$ cat src/rtl/hack_pkg.sv
// Shared definitions for the Hack execution core: FSM states, instruction
// field positions and jump-condition bit positions.
package hack_pkg;

    typedef enum logic [1:0] {
        FETCH = 2'd0,
        READ  = 2'd1,
        EXEC  = 2'd2,
        WRITE = 2'd3
    } state_t;

    localparam int IR_CBIT    = 15;
    localparam int IR_ALU_MSB = 14;
    localparam int IR_ALU_LSB = 6;
    localparam int IR_ALU_W   = IR_ALU_MSB - IR_ALU_LSB + 1;
    localparam int IR_ABIT    = 12;
    localparam int IR_DEST_A  = 5;
    localparam int IR_DEST_D  = 4;
    localparam int IR_DEST_M  = 3;
    localparam int IR_JMP_MSB = 2;
    localparam int IR_JMP_LSB = 0;
    localparam int IR_JMP_W   = IR_JMP_MSB - IR_JMP_LSB + 1;

    // Bit positions inside the 3-bit jump field {lt, eq, gt}
    localparam int JMP_LT = 2;
    localparam int JMP_EQ = 1;
    localparam int JMP_GT = 0;

    localparam logic [IR_JMP_W-1:0] JMP_NEVER  = 3'b000;
    localparam logic [IR_JMP_W-1:0] JMP_ALWAYS = 3'b111;

endpackage

$ cat src/rtl/hack_jump_unit.sv
// Jump condition: any enabled comparison of the ALU result against zero.
module hack_jump_unit
    import hack_pkg::*;
(
    input  logic [IR_JMP_W-1:0] jump,
    input  logic                zr,
    input  logic                ng,
    output logic                taken
);

    assign taken = (jump[JMP_LT] & ng)
                 | (jump[JMP_EQ] & zr)
                 | (jump[JMP_GT] & ~ng & ~zr);

endmodule

$ cat src/rtl/hack_exec_core.sv
// Hack-style fetch/read/execute/write core around an external ALU, with
// req/ack handshakes to instruction and data memories.
module hack_exec_core
    import hack_pkg::*;
#(
    parameter int                    ADDR_WIDTH = 15,
    parameter logic [ADDR_WIDTH-1:0] RESET_PC   = '0
) (
    input  logic                  clk,
    input  logic                  rst_n,
    output logic                  imem_req,
    output logic [ADDR_WIDTH-1:0] imem_addr,
    input  logic                  imem_ack,
    input  logic [15:0]           imem_rdata,
    output logic                  dmem_req,
    output logic                  dmem_we,
    output logic [ADDR_WIDTH-1:0] dmem_addr,
    output logic [15:0]           dmem_wdata,
    input  logic                  dmem_ack,
    input  logic [15:0]           dmem_rdata,
    output logic [15:0]           alu_x,
    output logic [15:0]           alu_y,
    output logic [IR_ALU_W-1:0]   alu_instruction,
    input  logic [15:0]           alu_out,
    input  logic                  alu_zr,
    input  logic                  alu_ng,
    output logic [ADDR_WIDTH-1:0] pc
);

    state_t                state;
    logic [15:0]           a, d, ir, mdr;
    logic [ADDR_WIDTH-1:0] a_addr, pc_inc;
    logic                  taken;

    assign a_addr          = a[ADDR_WIDTH-1:0];
    assign pc_inc          = pc + ADDR_WIDTH'(1);
    assign imem_addr       = pc;
    assign alu_x           = d;
    assign alu_y           = ir[IR_ABIT] ? mdr : a;
    assign alu_instruction = ir[IR_ALU_MSB:IR_ALU_LSB];

    hack_jump_unit u_jump (
        .jump  (ir[IR_JMP_MSB:IR_JMP_LSB]),
        .zr    (alu_zr),
        .ng    (alu_ng),
        .taken (taken)
    );

    always_ff @(posedge clk or negedge rst_n) begin
        if (!rst_n) begin
            state      <= FETCH;
            a          <= '0;
            d          <= '0;
            ir         <= '0;
            mdr        <= '0;
            pc         <= RESET_PC;
            imem_req   <= 1'b0;
            dmem_req   <= 1'b0;
            dmem_we    <= 1'b0;
            dmem_addr  <= '0;
            dmem_wdata <= '0;
        end else begin
            case (state)
                FETCH: begin
                    // Only reached with req low right after reset; raise it first.
                    if (!imem_req) begin
                        imem_req <= 1'b1;
                    end else if (imem_ack) begin
                        ir       <= imem_rdata;
                        imem_req <= 1'b0;
                        if (imem_rdata[IR_CBIT] && imem_rdata[IR_ABIT]) begin
                            state     <= READ;
                            dmem_req  <= 1'b1;
                            dmem_we   <= 1'b0;
                            dmem_addr <= a_addr;
                        end else begin
                            state <= EXEC;
                        end
                    end
                end
                READ: begin
                    if (dmem_req && dmem_ack) begin
                        mdr      <= dmem_rdata;
                        dmem_req <= 1'b0;
                        state    <= EXEC;
                    end
                end
                EXEC: begin
                    if (!ir[IR_CBIT]) begin
                        a        <= {1'b0, ir[14:0]};
                        pc       <= pc_inc;
                        state    <= FETCH;
                        imem_req <= 1'b1;
                    end else begin
                        if (ir[IR_DEST_A]) a <= alu_out;
                        if (ir[IR_DEST_D]) d <= alu_out;
                        // Store address and jump target both use A before this update
                        dmem_wdata <= alu_out;
                        dmem_addr  <= a_addr;
                        pc         <= taken ? a_addr : pc_inc;
                        if (ir[IR_DEST_M]) begin
                            state    <= WRITE;
                            dmem_req <= 1'b1;
                            dmem_we  <= 1'b1;
                        end else begin
                            state    <= FETCH;
                            imem_req <= 1'b1;
                        end
                    end
                end
                WRITE: begin
                    if (dmem_req && dmem_ack) begin
                        dmem_req <= 1'b0;
                        dmem_we  <= 1'b0;
                        state    <= FETCH;
                        imem_req <= 1'b1;
                    end
                end
                default: state <= FETCH;
            endcase
        end
    end

endmodule

$ cat config.mk
export PLATFORM = sky130hd
export DESIGN_NAME = hack_exec_core
export DESIGN_NICKNAME = d
export VERILOG_FILES = /design/src/rtl/hack_pkg.sv /design/src/rtl/hack_jump_unit.sv /design/src/rtl/hack_exec_core.sv
export SDC_FILE = /design/constraint.sdc
export NUM_CORES = 1
export LEC_CHECK = 0
export CAP_MARGIN = 20
export CORE_MARGIN = 2
export CORE_UTILIZATION = 43
export DETAILED_ROUTE_END_ITERATION = 10
export PLACE_DENSITY = 0.77
export SLEW_MARGIN = 40
export SYNTH_ARGS = -nofsm -noshare
export SYNTH_HDL_FRONTEND = slang
export SYNTH_SLANG_ARGS = --single-unit
$ cat constraint.sdc
create_clock -name clk -period 1.57 [get_ports clk]
set_clock_uncertainty 0.05 [all_clocks]
set_input_delay 0.157 -clock clk [delete_from_list [all_inputs] [get_ports clk]]
set_output_delay 0.157 -clock clk [all_outputs]
set_load 0.02 [all_outputs]
==> reports/results.tsv <==
metric	value	unit
run_status	finished with violations	
failing_checks	negative setup slack	
ys_async_sr_fraction	100	%
detailedPlacementHpwl	10.7	mm
drt_antenna_net_count	0	
critical_path_data_arrival_time	2.04	ns
main_flop_type_after_synthesis	dfrtp_1	
max-clock-path-buffers	2	
global_route.overflow_total	0	
core_area	12100	µm²
tritoncts	done	
stdcell_count	815	
fmax	0.575	GHz
dp_slack	-0.350	ns
detailedRoute.firstIterationViolations	323	
via_count	4431	
place.port_buffers	158	
area_growth_syn_to_layout	57.5	%
clk_transition_reported_paths	0.06	ns
reg2reg_to	imem_addr[14]	
tritoncts.num_buffers	17	
drive_gt1_share	41.6	%
worst-slew-pin-transition	0.338	ns
synth_sequential_area_ratio	54.2	%
finalNetCount	690	
setup-tns-final	-2.89	ns
fin_ws	-0.170	ns
place.detailed.instances	767	
grt.total_usage	25.8	%
finalSetupViolCount	32	
yosys_warnings	0	
synth.avg_cell_area	12.2	µm²
dr.pass1.iters	5	
synth_adder_area_share	0.235	%
fin_hold_ws	0.155	ns
post_synth_and_or_nand_nor_area_fraction	8.24	%
yosys_register_bits	115	
static-leakage-power	3.69	nW
vdd_ir_drop_max	0.000970	V
netlist_instances	436	
cap_viol_max_count	0	
period_needed	1.74	ns
number_of_antenna_violations_at_the_first_check_in_global_routing	0	
hp-class	input port to async pin	
report.final.slew_viol_count	0	
mappedNetlistNets	491	
path_class	flip-flop to flip-flop	
reg2reg_setup_slack	-0.17	ns
wire_length_of_the_first_global_routing_pass	25.5	mm
count_of_flip_flops_with_a_built_in_enable_after_synthesis	0	
fin_crit_sh	111	%
netlist.area_leader.share	54.2	%
clkSinkCount	115	
cp.required	1.87	ns
rsz_0062_raised_after_global_routing	yes	
via_count_of_the_first_global_routing_pass	4706	
multiplexer_share_of_the_synthesized_area	24.0	%
ff2ff_path_depth	4	
drc	0	
totalWireLength	16.9	mm
via_density	5.44	
synth_compound_area_share	6.97	%
worstReg2RegStart	imem_addr[11]	
grt_max_degree	42	
clock_tree.root_cell	clkbuf_16	
powerDensity	2330	nW/µm²
synth_top_area_cell	dfrtp_1	
combinational_family_with_the_most_area_after_synthesis	multiplexers	
timing.critical_path.fanout_max	2	
cts-htree-levels	4	
floorplan.die.width	115	µm
slew-limit-headroom	76.8	%
dieHeight	115	µm
start_util	44.1	%
die_area	13300	µm²
hold_violations_final	0	
gp_congestion	0.838	
start_kind	flip-flop	
routedWlPerCell	20.8	µm
netlist_area	5310	µm²
placement_rows	40	
design.portCount	159	
yosys-top-cells-area	dfrtp_1, mux2_2, mux2i_1	
worstSkewPairLatency	0.41	ns
antenna_cells	0	
yosys.area_share.xor_xnor	0.165	%
synth_cell_type_count	40	
critPathCaptureType	flip-flop	
-- synthesized netlist by cell type (all sizes together) (2+ instances only) --
| master | instances |
|---|---|
| a21oi | 29 |
| a2bb2oi | 10 |
| a31oi | 2 |
| and2 | 2 |
| and3 | 5 |
| buf | 38 |
| clkbuf | 14 |
| dfrtp | 115 |
| inv | 6 |
| mux2 | 92 |
| mux2i | 24 |
| nand2 | 18 |
| nand2b | 2 |
| nand3 | 16 |
| nand4 | 10 |
| nor2 | 20 |
| nor2b | 2 |
| o211ai | 2 |
| o21ai | 10 |
| or4 | 5 |
-- layer usage --
metal / track usage [%] / wire length [µm]
met1: 32.3 / 6850
met2: 43.5 / 8650
met3: 5.75 / 1050
met4: 10.4 / 401
met5: 0 / 0
-- per-stage QoR --
step | total power (W) | util [%] | instance area, µm²
2_1_floorplan | 0.0105 | - | 5390
6_report | 0.0195 | 69.4 | 8370
3_3_place_gp | 0.0145 | 61.3 | 7400
5_1_grt | 0.0204 | 69.4 | 8370
4_1_cts | 0.0190 | 68.1 | 8210
3_5_place_dp | 0.0149 | 61.3 | 7400
-- power by group --
group | internal [W] | switching (W)
sequential | 0.00442 | 0.00101
combinational | 0.00495 | 0.00522
clock | 0.00261 | 0.00134
total | 0.0120 | 0.00756
-- what timing repair did --
action,4_1_cts,5_1_grt
pin swaps,10,11
endpoints found under the hold margin,96,0
cloned,4,1
endpoints found under the setup margin,148,79
buffers inserted,11,4
hold buffers,1,0
resized for setup,211,63
-- layout make-up --
cell class              count  area, µm²
well taps                 168        210
multi-input cells         263       2400
clock buffers              22        474
inverters                   6       22.5
fillers                   857       3690
clock inverters             9        129
repair buffers            232       2240
flip-flops and latches    115       2890
-- logic make-up (layout without fill, tap and decap cells) --
| logic type | count (synthesis) | in the layout |
|---|---|---|
| muxes | 116 | 116 |
| xor gates and xnor gates | 1 | 1 |
| and+or+nand+nor | 85 | 85 |
| DFF | 115 | 115 |
| buffers and inverters | 58 | 269 |
| AOI/OAI and AO/OA | 60 | 60 |
| adders and majority gates | 1 | 1 |
-- flip-flops by register name, summed over array words and instances (netlist names) --
signal and cells:
a 16, alu_x 16, dmem_addr 15, dmem_req 1, dmem_wdata 16, dmem_we 1
imem_addr 15, imem_req 1, ir 16, mdr 16, state 2
-- worst max path at each step --
stage	from	end	slack, ns
3_5_place_dp	alu_ng	imem_addr[7]	-0.35
5_1_grt	imem_addr[11]	imem_addr[14]	-0.17
2_1_floorplan	imem_addr[3]	imem_addr[14]	-0.10
6_report	imem_addr[11]	imem_addr[14]	-0.17
3_3_place_gp	alu_ng	imem_addr[9]	-0.28
4_1_cts	ir[12]	alu_y[10]	-0.18
-- cells in the final DEF, fill, tap and decap left out, types with 13 or more instances in the layout --
master | synthesis | final
nor2_1 | 20 | 19
mux2i_1 | 24 | 20
mux2_4 | 0 | 15
buf_6 | 0 | 17
dfrtp_1 | 115 | 103
buf_12 | 0 | 13
dlygate4sd2_1 | 0 | 81
nand2_1 | 17 | 15
mux2_2 | 90 | 75
buf_4 | 26 | 57
clkbuf_16 | 0 | 18
clkdlybuf4s50_1 | 0 | 52
a21oi_1 | 29 | 19
-- worst max-delay path, cell delays in order, from the launching register on --
cell,delay (ns)
dfrtp_2,0.37
nand4_1,0.17
or4_4,0.57
or4_4,0.43
nand3_2,0.08
Note: power is estimated with default switching activity, not from simulation.
